==> config.mk <==
export PLATFORM = sky130hd
export DESIGN_NAME = gfg_spi_master
export DESIGN_NICKNAME = d
export VERILOG_FILES = /design/src/rtl/gfg_spi_master.sv
export SDC_FILE = /design/constraint.sdc
export NUM_CORES = 1
export LEC_CHECK = 0
export BUFFER_PORTS_ARGS = -buffer_cell sky130_fd_sc_hd__buf_2
export CAP_MARGIN = 15
export CORE_AREA = 10 10 118 120
export DETAILED_ROUTE_END_ITERATION = 16
export DIE_AREA = 0 0 128 130
export PLACE_DENSITY = 0.66
export SLEW_MARGIN = 5
export SYNTH_ARGS = -nofsm -noshare
export SYNTH_HDL_FRONTEND = slang
export SYNTH_SLANG_ARGS = --single-unit
==> constraint.sdc <==
create_clock -name i_clk -period 2.86 [get_ports i_clk]
set_input_delay 0.429 -clock i_clk [delete_from_list [all_inputs] [get_ports i_clk]]
set_output_delay 0.429 -clock i_clk [all_outputs]
set_load 0.1 [all_outputs]
==> src/rtl/gfg_spi_master.sv <==
// SPI mode-0 master issuing single-register write/read frames to the gfg register slave.
// Frame = command byte, optional read turnaround zeros, then data MSB first; all outputs registered.
module gfg_spi_master #(
  parameter int unsigned CLK_DIV         = 4,
  parameter int unsigned ADDR_WIDTH      = 6,
  parameter int unsigned REGISTER_WIDTH  = 32,
  parameter int unsigned TURNAROUND_BITS = 8
) (
  input  logic                      i_clk,
  input  logic                      i_arst_n,
  input  logic                      i_start,
  input  logic                      i_rw,
  input  logic [ADDR_WIDTH-1:0]     i_addr,
  input  logic [REGISTER_WIDTH-1:0] i_wdata,
  output logic                      o_busy,
  output logic                      o_done,
  output logic [REGISTER_WIDTH-1:0] o_rdata,
  output logic                      o_spi_clk,
  output logic                      o_spi_mosi,
  input  logic                      i_spi_miso,
  output logic                      o_spi_ss_n
);

  localparam int unsigned CmdW = ADDR_WIDTH + 2;
  localparam int unsigned MaxN = CmdW + TURNAROUND_BITS + REGISTER_WIDTH;
  localparam int unsigned BitW = $clog2(MaxN);
  localparam int unsigned PhW  = $clog2(CLK_DIV);

  localparam logic [PhW-1:0]  PhLast = PhW'(CLK_DIV - 1);
  localparam logic [BitW-1:0] LastWr = BitW'(CmdW + REGISTER_WIDTH - 1);
  localparam logic [BitW-1:0] LastRd = BitW'(MaxN - 1);

  typedef enum logic [1:0] {StIdle, StShift, StHold, StGap} state_e;

  state_e                    state_q, state_d;
  logic [PhW-1:0]            phase_q, phase_d;
  logic [BitW-1:0]           bit_q, bit_d;
  logic                      rw_q, rw_d;
  logic [MaxN-1:0]           tx_q, tx_d;
  logic [REGISTER_WIDTH-1:0] rx_q, rx_d;
  logic                      sclk_q, sclk_d;
  logic                      mosi_q, mosi_d;
  logic                      ss_n_q, ss_n_d;
  logic                      busy_q, busy_d;
  logic                      done_q, done_d;
  logic [REGISTER_WIDTH-1:0] rdata_q, rdata_d;

  logic            phase_last;
  logic            bit_last;
  logic [MaxN-1:0] frame;

  assign phase_last = (phase_q == PhLast);
  assign bit_last   = (bit_q == (rw_q ? LastWr : LastRd));

  // Left-aligned frame; reads leave turnaround and data slots zero.
  always_comb begin
    frame = '0;
    frame[MaxN-1 -: CmdW] = {i_rw, 1'b0, i_addr};
    if (i_rw) begin
      frame[MaxN-1-CmdW -: REGISTER_WIDTH] = i_wdata;
    end
  end

  always_ff @(posedge i_clk or negedge i_arst_n) begin
    if (!i_arst_n) begin
      state_q <= StIdle;
      phase_q <= '0;
      bit_q   <= '0;
      rw_q    <= 1'b0;
      tx_q    <= '0;
      rx_q    <= '0;
      sclk_q  <= 1'b0;
      mosi_q  <= 1'b0;
      ss_n_q  <= 1'b1;
      busy_q  <= 1'b0;
      done_q  <= 1'b0;
      rdata_q <= '0;
    end else begin
      state_q <= state_d;
      phase_q <= phase_d;
      bit_q   <= bit_d;
      rw_q    <= rw_d;
      tx_q    <= tx_d;
      rx_q    <= rx_d;
      sclk_q  <= sclk_d;
      mosi_q  <= mosi_d;
      ss_n_q  <= ss_n_d;
      busy_q  <= busy_d;
      done_q  <= done_d;
      rdata_q <= rdata_d;
    end
  end

  // Every non-idle transition lands on phase_last, so the phase counter restarts at 0.
  always_comb begin
    state_d = state_q;
    case (state_q)
      StIdle:  if (i_start) state_d = StShift;
      StShift: if (phase_last && sclk_q && bit_last) state_d = StHold;
      StHold:  if (phase_last) state_d = StGap;
      StGap:   if (phase_last) state_d = StIdle;
      default: state_d = StIdle;
    endcase
  end

  always_comb begin
    phase_d = (state_q == StIdle || phase_last) ? '0 : phase_q + PhW'(1);
    bit_d   = bit_q;
    rw_d    = rw_q;
    tx_d    = tx_q;
    rx_d    = rx_q;
    sclk_d  = sclk_q;
    mosi_d  = mosi_q;
    ss_n_d  = ss_n_q;
    busy_d  = busy_q;
    done_d  = 1'b0;
    rdata_d = rdata_q;
    case (state_q)
      StIdle: begin
        if (i_start) begin
          rw_d   = i_rw;
          tx_d   = frame;
          mosi_d = frame[MaxN-1];
          bit_d  = '0;
          sclk_d = 1'b0;
          ss_n_d = 1'b0;
          busy_d = 1'b1;
        end
      end
      StShift: begin
        if (phase_last) begin
          if (!sclk_q) begin
            sclk_d = 1'b1;
            rx_d   = {rx_q[REGISTER_WIDTH-2:0], i_spi_miso};
          end else begin
            sclk_d = 1'b0;
            if (bit_last) begin
              mosi_d = 1'b0;
            end else begin
              bit_d  = bit_q + BitW'(1);
              tx_d   = tx_q << 1;
              mosi_d = tx_q[MaxN-2];
            end
          end
        end
      end
      StHold: begin
        if (phase_last) begin
          ss_n_d = 1'b1;
          done_d = 1'b1;
          if (!rw_q) begin
            rdata_d = rx_q;
          end
        end
      end
      StGap: begin
        if (phase_last) begin
          busy_d = 1'b0;
        end
      end
      default: ;
    endcase
  end

  assign o_busy     = busy_q;
  assign o_done     = done_q;
  assign o_rdata    = rdata_q;
  assign o_spi_clk  = sclk_q;
  assign o_spi_mosi = mosi_q;
  assign o_spi_ss_n = ss_n_q;

endmodule

==> impl_metrics.sql <==
INSERT INTO impl_metrics (metric_group, metric, value, unit) VALUES
('worst_setup_path', 'path_buf_inv', '4', ''),
('synthesis', 'synth_sequential_area_ratio', '57.9', '%'),
('die', 'die_x', '128', 'um'),
('worst_setup_path', 'crit_path_max_fanout', '32', ''),
('power_and_ir_drop', 'irDropWorstVdd', '495', 'uV'),
('detailed_routing', 'vias_per_cell', '5.66', ''),
('run_status', 'status', 'finished clean', ''),
('synthesis', 'net_count_after_synthesis', '444', ''),
('power_and_ir_drop', 'leakagePower', '0.00317', 'uW'),
('synthesis', 'yosys.area_share.simple', '7.13', '%'),
('worst_setup_path', 'critPathSlowestCell', 'dfrtp_1', ''),
('finish', 'final_cell_count_without_fillers', '638', ''),
('job', 'max_cap_viol_count', '0', ''),
('worst_setup_path', 'arrival', '2.55', 'ns'),
('sta', 'drv_slew', '0', ''),
('worst_setup_path', 'r2r_start', 'state_q[1]', ''),
('sta', 'setup_tns', '0', 'ns'),
('worst_setup_path', 'crit_path_start_kind', 'flop', ''),
('worst_setup_path', 'crit_start', 'state_q[1]', ''),
('worst_setup_path', 'setup.worst_path.class', 'flop to flop', ''),
('synthesis', 'postSynthAreaPerCell', '13.1', 'sq um'),
('worst_setup_path', 'critical_path.endpoint_type', 'flop', ''),
('power_and_ir_drop', 'cellPowerDensity', '694', 'nW/um^2'),
('detailed_routing', 'first_pass_iters', '4', ''),
('min_path', 'min-delay-start', 'i_spi_miso', ''),
('sta', 'achievable_frequency', '0.444', 'GHz'),
('synthesis', 'synth_flop_cell', 'dfrtp_1', ''),
('synthesis', 'yosys.area_share.adder', '1.70', '%'),
('sta', 'timing_hold_violations_final', '0', ''),
('finish', 'synthToLayoutAreaGrowth', '24.1', '%'),
('synthesis', 'synth_edf_count', '0', ''),
('detailed_routing', 'drc', '0', ''),
('worst_setup_path', 'data_required_time_of_the_worst_path', '3.16', 'ns'),
('global_routing', 'gr-total-overflow', '0', ''),
('synthesis', 'synth.mux.area_fraction', '14.8', '%'),
('synthesis', 'main_combinational_cell_family_by_area_after_synthesis', 'compound AO/OA/AOI/OAI gates', ''),
('synthesis', 'ys_seq_elements', '119', ''),
('placed_design', 'numPlacedInstances', '603', ''),
('synthesis', 'ys_warn_count', '0', ''),
('die', 'std_cell_rows', '40', ''),
('sta', 'rsz0062_at_grt', 'no', ''),
('worst_setup_path', 'timing.critical_path.slowest_cell_delay', '0.40', 'ns'),
('cts', 'cts.clk_slew.worst_paths', '0.05', 'ns'),
('sta', 'timing.slew.headroom', '43.5', '%'),
('sta', 'skew', '0.0103', 'ns'),
('global_routing', 'grt_total_usage', '14.5', '%'),
('die', 'die_height', '130', 'um'),
('placed_design', 'place_hpwl', '7.55', 'mm'),
('cts', 'clk-insertion-delay-late', '0.42', 'ns'),
('sta', 'timing.final.crit_share', '78.7', '%'),
('detailed_routing', 'final_antenna_net_count', '0', ''),
('worst_setup_path', 'critical_path.cell_chain', 'inv_1, ha_1, buf_4, inv_1, nor3_2, buf_4, nor2_1, a2bb2oi_1', ''),
('sta', 'worst-slew-pin-transition', '0.847', 'ns'),
('synthesis', 'synth_compound_gate_area_share', '15.2', '%'),
('detailed_routing', 'detailroute.via_count', '3610', ''),
('die', 'floorplan.initialDensity', '43.9', '%'),
('sta', 'fin_worst_hold_slack', '0.258', 'ns'),
('worst_setup_path', 'kind_of_cell_adding_the_most_delay_to_the_critical_path', 'buffers and inverters', ''),
('finish', 'post_route_cells_drive_above_1_share', '40.1', '%'),
('global_routing', 'grt_pass1_vias', '3763', ''),
('detailed_routing', 'drt_iter0_markers', '294', ''),
('sta', 'report.final.setup_viol', '0', ''),
('synthesis', 'synth-async-reset-ratio', '100', '%'),
('global_routing', 'number_of_antenna_violations_at_the_first_check_in_global_routing', '2', ''),
('cts', 'tritoncts_num_sinks', '119', ''),
('sta', 'period_needed', '2.25', 'ns'),
('finish', 'most_common_cell_after_layout_fill_and_taps_aside', 'dfrtp_1', ''),
('global_routing', 'grt_first_pass_wirelength', '19.3', 'mm'),
('synthesis', 'postSynthCellCount', '394', ''),
('placed_design', 'gp_congestion', '0.807', ''),
('synthesis', 'synthDistinctLibCells', '38', '');
[per-stage QoR]
stage | setup slack (ns) | cell area [sq um] | utilization [%]
floorplan | 0.508 | 5140 | -
global route | 0.392 | 6380 | 54.5
finish | 0.610 | 6380 | 54.5
global placement | 0.685 | 5710 | 48.8
detailed placement | 0.627 | 5710 | 48.8
CTS | 0.594 | 6380 | 54.5
[per-layer routing]
layer	part of all wire [%]	global-route usage, %
met4	1.1	5.83
met5	0	0
met2	48	22.1
met3	8.3	6.77
met1	42	17.4
[cells by family after synthesis]
logic type | count (synthesis)
muxes | 68
DFF | 119
and+or+nand+nor | 71
adders and majority gates | 7
AOI/OAI and AO/OA | 94
buffers and inverters | 34
xor gates and xnor gates | 1
[flip-flops by register name, summed over array words and instances, names as in the netlist]
signal and flops:
bit_q 6, o_spi_ss_n 1, o_done 1, o_rdata 32, o_spi_mosi 1, phase_q 2
o_spi_clk 1, rx_q 32, tx_q 39, state_q 2, rw_q 1, o_busy 1
[synthesized netlist by cell type (all sizes together), types with 2 or more instances]
| cell type | number | area (sq um) |
|---|---|---|
| dfrtp | 118 | 2950 |
| mux2 | 66 | 743 |
| a221o | 31 | 310 |
| a22o | 30 | 263 |
| clkbuf | 17 | 63.8 |
| nand2 | 13 | 48.8 |
| nor2 | 13 | 48.8 |
| buf | 12 | 72.6 |
| nand3 | 10 | 50.1 |
| nor3 | 10 | 50.1 |
| nand2b | 9 | 56.3 |
| o21ai | 9 | 45.0 |
| ha | 7 | 87.6 |
| nor4 | 7 | 43.8 |
| a21oi | 6 | 30.0 |
| o22ai | 6 | 37.5 |
| inv | 5 | 18.8 |
| a2bb2oi | 3 | 26.3 |
| a211o | 2 | 17.5 |
| a31oi | 2 | 12.5 |
| mux2i | 2 | 20.0 |
| or2 | 2 | 12.5 |
[cell type report]
| cell class | count | area [sq um] |
|---|---|---|
| antenna | 2 | 5.00 |
| clock buffer | 18 | 439 |
| clock inverter | 14 | 220 |
| fill | 1002 | 5330 |
| inverter | 5 | 18.8 |
| multi-input combinational | 241 | 2030 |
| sequential | 119 | 2980 |
| tap | 147 | 184 |
| timing repair buffer | 92 | 510 |
[what timing repair did]
item,in CTS,in global routing
hold endpoints to repair,19,0
setup endpoints to repair,0,0
hold buffers,1,0
buffers inserted,0,0
[worst reg2reg max path, stage by stage (launching register included)]
cell and delay (ns):
dfrtp_1 0.40, inv_1 0.11, ha_1 0.31, buf_4 0.25
inv_1 0.24, nor3_2 0.25, buf_4 0.35, nor2_1 0.08
a2bb2oi_1 0.14
[power by group]
part / switching (uW) / internal (uW) / leakage, uW
Sequential: 31.8 / 1730 / 0.00158
Combinational: 183 / 111 / 0.00127
Clock: 799 / 1580 / 0.000321
Total: 1010 / 3410 / 0.00317
[worst paths after layout]
| path | endpoint | slack [ns] | depth (start not counted) |
|---|---|---|---|
| setup / recovery | tx_q[21] | 0.61 | 8 |
| hold / removal | rx_q[0] | 0.26 | 2 |
| setup reg to reg | tx_q[21] | 0.61 | 8 |
| hold reg to reg | phase_q[0] | 0.46 | 1 |
| max in group asynchronous | rx_q[4] | 1.56 | 3 |
| min in group asynchronous | o_rdata[15] | 0.60 | 2 |
Note: power is estimated with default switching activity, not from simulation.
